$ cat src/rtl/pdp8_mem_arb_pkg.sv
// -----------------------------------------------------------------------------
// pdp8_mem_arb_pkg
// Shared definitions for the PDP-8 memory arbiter: FSM state encodings,
// DMA channel ids and default address/data widths.
// -----------------------------------------------------------------------------
package pdp8_mem_arb_pkg;

    localparam int AW_DEF           = 15;  // 32K words, IF/DF extended
    localparam int DW_DEF           = 12;  // PDP-8 word
    localparam int STARVE_LIMIT_DEF = 64;

    typedef enum logic [1:0] {
        MA_ST_IDLE  = 2'd0,
        MA_ST_ISSUE = 2'd1,
        MA_ST_DONE  = 2'd2
    } ma_state_t;

    typedef enum logic {
        CH0 = 1'b0,
        CH1 = 1'b1
    } ch_id_t;

endpackage

$ cat src/rtl/pdp8_mem_arb_rr_arb2.sv
// -----------------------------------------------------------------------------
// pdp8_rr_arb2
// Two-way round-robin picker. A lone requester is granted directly; when both
// request, ptr names the channel that wins (the one not served last).
// Ports:
//   req   in  [1:0]  request per channel (bit N = channel N)
//   ptr   in         preferred channel when both request
//   grant out [1:0]  one-hot grant, zero when nothing requests
// -----------------------------------------------------------------------------
module pdp8_rr_arb2
    import pdp8_mem_arb_pkg::*;
(
    input  logic [1:0] req,
    input  ch_id_t     ptr,
    output logic [1:0] grant
);

    always_comb begin
        // NOTE: assign the default first so every path drives grant; a path
        // that skipped it would infer a latch.
        grant = req;
        if (req == 2'b11) begin
            grant = (ptr == CH1) ? 2'b10 : 2'b01;
        end
    end

endmodule

$ cat src/rtl/pdp8_mem_arb.sv
// -----------------------------------------------------------------------------
// pdp8_mem_arb
// Shares the single pdp8_ram port between the CPU and two data-break (DMA)
// channels. The CPU always wins and is never stalled; a DMA access is issued
// only in a clock where the CPU drives neither rd nor wr.
// Ports:
//   clk, reset                 system clock, synchronous active-high reset
//   cpu_addr/data_in/rd/wr     CPU access request
//   cpu_data_out               RAM read data to CPU (straight from RAM)
//   chN_read_req/write_req     DMA requests, held until chN_done
//   chN_ma, chN_in             DMA address / write data
//   chN_out                    DMA read data, registered on completion
//   chN_done                   one-clock completion pulse
//   ram_addr/data_in/rd/wr     to pdp8_ram
//   ram_data_out               from pdp8_ram, valid the clock after rd
//   dma_starved                DMA blocked STARVE_LIMIT consecutive clocks
// -----------------------------------------------------------------------------
module pdp8_mem_arb
    import pdp8_mem_arb_pkg::*;
#(
    parameter int AW           = AW_DEF,
    parameter int DW           = DW_DEF,
    parameter int STARVE_LIMIT = STARVE_LIMIT_DEF
) (
    input  logic          clk,
    input  logic          reset,
    input  logic [AW-1:0] cpu_addr,
    input  logic [DW-1:0] cpu_data_in,
    input  logic          cpu_rd,
    input  logic          cpu_wr,
    output logic [DW-1:0] cpu_data_out,
    input  logic          ch0_read_req,
    input  logic          ch0_write_req,
    input  logic [AW-1:0] ch0_ma,
    input  logic [DW-1:0] ch0_in,
    output logic [DW-1:0] ch0_out,
    output logic          ch0_done,
    input  logic          ch1_read_req,
    input  logic          ch1_write_req,
    input  logic [AW-1:0] ch1_ma,
    input  logic [DW-1:0] ch1_in,
    output logic [DW-1:0] ch1_out,
    output logic          ch1_done,
    output logic [AW-1:0] ram_addr,
    output logic [DW-1:0] ram_data_in,
    output logic          ram_rd,
    output logic          ram_wr,
    input  logic [DW-1:0] ram_data_out,
    output logic          dma_starved
);

    localparam int SW = $clog2(STARVE_LIMIT + 1);
    localparam logic [SW-1:0] STARVE_MAX = SW'(STARVE_LIMIT);

    ma_state_t     state, state_next;
    ch_id_t        rr_ptr;
    ch_id_t        lat_ch;
    logic          lat_wr;
    logic [AW-1:0] lat_ma;
    logic [DW-1:0] lat_in;
    logic [SW-1:0] starve_cnt;

    logic          cpu_busy;
    logic [1:0]    req;
    logic [1:0]    grant;
    ch_id_t        grant_ch;

    assign cpu_busy = cpu_rd | cpu_wr;
    assign req      = {ch1_read_req | ch1_write_req, ch0_read_req | ch0_write_req};
    assign grant_ch = grant[1] ? CH1 : CH0;

    pdp8_rr_arb2 u_rr (
        .req   (req),
        .ptr   (rr_ptr),
        .grant (grant)
    );

    // Next-state logic.
    always_comb begin
        state_next = state;
        unique case (state)
            MA_ST_IDLE:  if (|req)     state_next = MA_ST_ISSUE;
            MA_ST_ISSUE: if (!cpu_busy) state_next = MA_ST_DONE;
            MA_ST_DONE:                state_next = MA_ST_IDLE;
            default:                   state_next = MA_ST_IDLE;
        endcase
    end

    // State register, request latches, starvation counter and read capture.
    // NOTE: lat_ma/lat_in/lat_wr carry no reset: they are only consumed in
    // ISSUE, which is always entered through a load in IDLE.
    always_ff @(posedge clk) begin
        lat_ch <= lat_ch;
        if (reset) begin
            state      <= MA_ST_IDLE;
            rr_ptr     <= CH0;
            starve_cnt <= '0;
            ch0_out    <= '0;
            ch1_out    <= '0;
            lat_ch     <= CH0;
        end else begin
            // NOTE: non-blocking assignments so every flop samples the
            // pre-edge value of every other flop.
            state <= state_next;
            unique case (state)
                MA_ST_IDLE: begin
                    if (|req) begin
                        lat_ch <= grant_ch;
                        // write wins when a channel raises both requests
                        lat_wr <= (grant_ch == CH1) ? ch1_write_req : ch0_write_req;
                        lat_ma <= (grant_ch == CH1) ? ch1_ma : ch0_ma;
                        lat_in <= (grant_ch == CH1) ? ch1_in : ch0_in;
                    end
                end
                MA_ST_ISSUE: begin
                    if (!cpu_busy) begin
                        starve_cnt <= '0;
                    end else if (starve_cnt != STARVE_MAX) begin
                        starve_cnt <= starve_cnt + SW'(1);
                    end
                end
                MA_ST_DONE: begin
                    // synchronous RAM: read data is valid in this clock
                    if (!lat_wr) begin
                        if (lat_ch == CH1) ch1_out <= ram_data_out;
                        else               ch0_out <= ram_data_out;
                    end
                    rr_ptr     <= (lat_ch == CH0) ? CH1 : CH0;
                    starve_cnt <= '0;
                end
                default: ;
            endcase
        end
    end

    // RAM port mux: the CPU owns the port whenever it strobes.
    always_comb begin
        ram_addr    = '0;
        ram_data_in = '0;
        ram_rd      = 1'b0;
        ram_wr      = 1'b0;
        if (cpu_busy) begin
            ram_addr    = cpu_addr;
            ram_data_in = cpu_data_in;
            ram_rd      = cpu_rd;
            ram_wr      = cpu_wr;
        end else if (state == MA_ST_ISSUE) begin
            ram_addr    = lat_ma;
            ram_data_in = lat_in;
            ram_rd      = !lat_wr;
            ram_wr      = lat_wr;
        end
    end

    assign cpu_data_out = ram_data_out;
    assign ch0_done     = (state == MA_ST_DONE) && (lat_ch == CH0);
    assign ch1_done     = (state == MA_ST_DONE) && (lat_ch == CH1);
    assign dma_starved  = (starve_cnt == STARVE_MAX);

endmodule

$ cat config.mk
export PLATFORM = sky130hd
export DESIGN_NAME = pdp8_mem_arb
export DESIGN_NICKNAME = d
export VERILOG_FILES = /design/src/rtl/pdp8_mem_arb_pkg.sv /design/src/rtl/pdp8_mem_arb_rr_arb2.sv /design/src/rtl/pdp8_mem_arb.sv
export SDC_FILE = /design/constraint.sdc
export NUM_CORES = 1
export LEC_CHECK = 0
export CAP_MARGIN = 20
export CORE_MARGIN = 10
export CORE_UTILIZATION = 42
export DETAILED_ROUTE_END_ITERATION = 7
export MAX_ROUTING_LAYER = met4
export PLACE_DENSITY = 0.84
export SYNTH_ARGS = -nofsm -noshare
export SYNTH_HDL_FRONTEND = slang
export SYNTH_SLANG_ARGS = --single-unit
export TNS_END_PERCENT = 30
$ cat constraint.sdc
create_clock -name clk -period 3.62 [get_ports clk]
set_input_delay 0.362 -clock clk [delete_from_list [all_inputs] [get_ports clk]]
set_output_delay 0.362 -clock clk [all_outputs]
set_load 0.02 [all_outputs]
==> impl_table.tex <==
\begin{tabular}{lr}
\hline
Metric & Value \\
\hline
\multicolumn{2}{l}{\textbf{Critical path}} \\
\quad First element of the critical path & cpu\_wr \\
\quad Crit-path cells & clkdlybuf4s50\_1 -> or2\_1 -> nor2\_4 -> a22o\_1 -> clkdlybuf4s50\_1 \\
\quad CP endpoint & ram\_addr[6] \\
\quad Most common cell type on the critical path & clkdlybuf4s50\_1 \\
\quad Critical R2R Launch & starve\_cnt[0]\$\_SDFFE\_PP0P\_ \\
\quad CP Buf/Inv Count & 2 \\
\quad CP required & 3260 ps \\
\quad Critical path type & in2out \\
\quad Reg2Reg Setup Slack & 1860 ps \\
\quad Largest stage delay, worst path & 620 ps \\
\quad Worst path arrival time & 2680 ps \\
\quad Crit start category & input pin \\
\quad Cell type group with the largest total delay on the critical path & buffers and inverters \\
\quad Crit. End Element & primary output \\
\quad RR Endpoint & starve\_cnt[6]\$\_SDFFE\_PP0P\_ \\
\quad Worst-path cell with the longest stage delay & clkdlybuf4s50\_1 \\
\quad Number of gates on the worst path with buffers counted & 5 \\
\quad Critical path peak fanout & 28 \\
\quad Depth of the most critical reg-to-reg path & 6 \\
\multicolumn{2}{l}{\textbf{Floorplan}} \\
\quad Die outline area & 11,000 sq um \\
\quad Ports placed on the boundary & 169 \\
\quad Core area & 6910 sq um \\
\quad Starting density of the core & 43.8\% \\
\quad Floorplan die width & 105 microns \\
\quad Number of cell rows & 30 \\
\quad Die height & 105 microns \\
\multicolumn{2}{l}{\textbf{Pwr}} \\
\quad Worst VDD drop & 211 uV \\
\quad Leakage Power & 1.72 nW \\
\quad Power density normalized to cell area & 347 nW/um\^{}2 \\
\quad Overall power consumption & 0.00169 W \\
\multicolumn{2}{l}{\textbf{CTS}} \\
\quad Clock tree from TritonCTS & done \\
\quad Resized cells post-CTS & 0 \\
\quad Total clock sinks & 63 \\
\quad Cts-stage hold buffer count & 0 \\
\quad Clock transition at path regs & 80 ps \\
\quad Number of buffers created by CTS & 9 \\
\quad H-tree levels & 3 \\
\quad Max Root-Sink Buffers & 2 \\
\quad Buffer count from post-CTS setup fixing & 0 \\
\quad Root buffer cell & clkbuf\_8 \\
\quad Clock insertion delay at the later pin of the skew report & 340 ps \\
\multicolumn{2}{l}{\textbf{Detailed routing}} \\
\quad Antenna-violating nets left & 0 \\
\quad Vias per std cell & 5.10 \\
\quad Number of detailed-routing iterations run before antenna repair & 5 \\
\quad Iteration-0 DRC count of the detailed router & 139 \\
\quad Detail-routed net length per standard cell & 18.7 microns \\
\quad Vias after detailed routing & 2,793 \\
\quad Number of remaining DRC errors & 0 \\
\quad Routed Wire Length & 10.2 mm \\
\multicolumn{2}{l}{\textbf{STA}} \\
\quad Clock skew & 10.9 ps \\
\quad Final period util & 84.1\% \\
\quad Hold violation count in the final report & 0 \\
\quad WHS & 454 ps \\
\quad Upper clock frequency limit & 329 MHz \\
\quad Accumulated negative setup slack & 0 ps \\
\quad Worst slew slack as a fraction of its limit & 56.0\% \\
\quad Final setup violation count & 0 \\
\quad Shortest period the worst path allows & 3040 ps \\
\quad Setup repair after global routing missed its margin & false \\
\quad Fin worst setup slack & 576 ps \\
\quad Pins Over Slew Limit & 0 \\
\quad Worst-Margin Slew & 652 ps \\
\multicolumn{2}{l}{\textbf{Cells and area}} \\
\quad Layout area overhead & 61.4\% \\
\quad Highest-count cells in the layout ignoring fill and taps & clkdlybuf4s50\_1 (168), nand2\_1 (54), dfxtp\_1 (35) \\
\quad Nets & 549 \\
\quad Fraction of final layout cells sized beyond drive strength 1 & 13.1\% \\
\quad Final instance area & 4880 sq um \\
\quad Commonest non-fill, non-tap cell in the layout & clkdlybuf4s50\_1 \\
\multicolumn{2}{l}{\textbf{Logic synthesis}} \\
\quad Mapped cell area & 3030 sq um \\
\quad Average instance area after synthesis & 10.5 sq um \\
\quad Number of standard cells after synthesis & 287 \\
\quad Number of synthesis warnings & 0 \\
\quad Flops \& latches, synth & 63 \\
\quad Post-Synthesis Net Count & 390 \\
\quad Share of the yosys chip area belonging to registers & 50.9\% \\
\quad Count of unique library cells instantiated by Yosys & 39 \\
\multicolumn{2}{l}{\textbf{Outcome}} \\
\quad Status & finished clean \\
\multicolumn{2}{l}{\textbf{GRT}} \\
\quad Number of antenna violations at the first check in global routing & 1 \\
\quad First-pass GRT wire length & 15.4 mm \\
\quad Overall fraction of global-route tracks in use & 18.1\% \\
\quad Number of global-route vias before repair & 2,946 \\
\quad Total congestion overflow & 0 \\
\quad Pin count of the biggest net entering global routing & 29 \\
\multicolumn{2}{l}{\textbf{Place}} \\
\quad Total half-perimeter wirelength after legalization and detailed placement & 8.06 mm \\
\quad Buffers on Ports & 168 \\
\quad GPL Wtd Cong & 0.814 \\
\quad Cell area reported after detailed placement & 4710 sq um \\
\quad Placement Setup Slack & 554 ps \\
\multicolumn{2}{l}{\textbf{Run}} \\
\quad Max-capacitance violation count & 0 \\
\multicolumn{2}{l}{\textbf{Worst hold path}} \\
\quad Worst Hold Class & reg2reg \\
\hline
\end{tabular}
cells in the mapped netlist (all sizes together):
library cell  number  area share, %
a2111oi            2            1.4
a21o               1           0.25
a21oi             31            5.1
a22o              29            8.4
a22oi              1           0.25
a31o               1           0.58
a31oi              1           0.21
a32o               1           0.33
and2               4           0.83
and3               1           0.21
buf               21            4.8
clkbuf             6           0.74
dfxtp             35             23
edfxtp            28             28
ha                 2           0.83
inv                3           0.37
mux2              27             10
nand2             54            6.7
nand2b             5            1.0
nand3b             1           0.25
nand4              2           0.41
nor2              14            2.0
nor2b              1           0.21
nor3               1           0.17
nor3b              1           0.25
nor4               1           0.70
o211ai             2           0.50
o21ai              3           0.50
o21bai             1           0.25
o22ai              1           0.41
o41ai              1           0.29
or2                3           0.62
or3                2           0.41
final cells by class:
cell class              count  area, sq um
fillers                   569         2020
repair buffers            175         1730
clock inverters             7         43.8
clock buffers               9          124
inverters                   3         11.3
multi-input cells         194         1310
flip-flops and latches     63         1540
well taps                  96          120
diodes                      1         2.50
worst register-to-register path: stages, from the launching register on:
cell	delay, ps
dfxtp_1	380
inv_1	70
ha_1	180
and2_1	210
a2111oi_4	550
a22o_1	200
a22o_1	110
registers in the layout, indices dropped and copies added (netlist names):
signal and cells:
ch0_out 12, ch1_out 12, lat_ch 1, lat_in 12
lat_ma 15, lat_wr 1, rr_ptr 1, starve_cnt 7
state 2
through the flow:
stage          util, %  std cells
6_report          70.7        548
5_1_grt           70.7        548
4_1_cts           70.7        547
3_5_place_dp      68.3        531
3_3_place_gp      68.3        531
2_1_floorplan        -        287
worst min-delay path by stage:
| stage | startpoint | cells past startpoint | slack (ps) | end |
|---|---|---|---|---|
| 6_report | ch1_out[8]$_SDFFE_PP0P_ | 2 | 450 | ch1_out[8]$_SDFFE_PP0P_ |
| 5_1_grt | ch0_out[8]$_SDFFE_PP0P_ | 2 | 480 | ch0_out[8]$_SDFFE_PP0P_ |
| 4_1_cts | ch0_out[1]$_SDFFE_PP0P_ | 2 | 460 | ch0_out[1]$_SDFFE_PP0P_ |
| 3_5_place_dp | ch0_out[1]$_SDFFE_PP0P_ | 2 | 450 | ch0_out[1]$_SDFFE_PP0P_ |
| 3_3_place_gp | ch1_out[8]$_SDFFE_PP0P_ | 2 | 440 | ch1_out[8]$_SDFFE_PP0P_ |
| 2_1_floorplan | starve_cnt[6]$_SDFFE_PP0P_ | 1 | 460 | starve_cnt[6]$_SDFFE_PP0P_ |
routing by layer:
metal  global-route usage [%]  wire length [microns]  vias to the layer above  share of wire [%]
li1                         -                      -                     1347                  -
met1                     19.3                   4050                     1303                 40
met2                     31.4                   5400                      121                 53
met3                     3.87                    497                       22                4.9
met4                     8.53                    299                        0                2.9
met5                        -                      0                        -                  0
kinds of logic (layout without fill, tap and decap cells):
family	count (synthesis)	after routing	synth area share, %
and+or+nand+nor	90	90	13.8
AOI/OAI and AO/OA	75	75	18.5
DFF	63	63	50.9
buffers and inverters	30	194	5.95
muxes	27	27	10.0
adders and majority gates	2	2	0.827
other	0	1	0
report_power, final:
part / switching (W) / internal (W)
registers: 0.0000149 / 0.000780
logic: 0.000150 / 0.000211
clock network: 0.000287 / 0.000250
No activity file was read; power rests on OpenSTA's default activity.
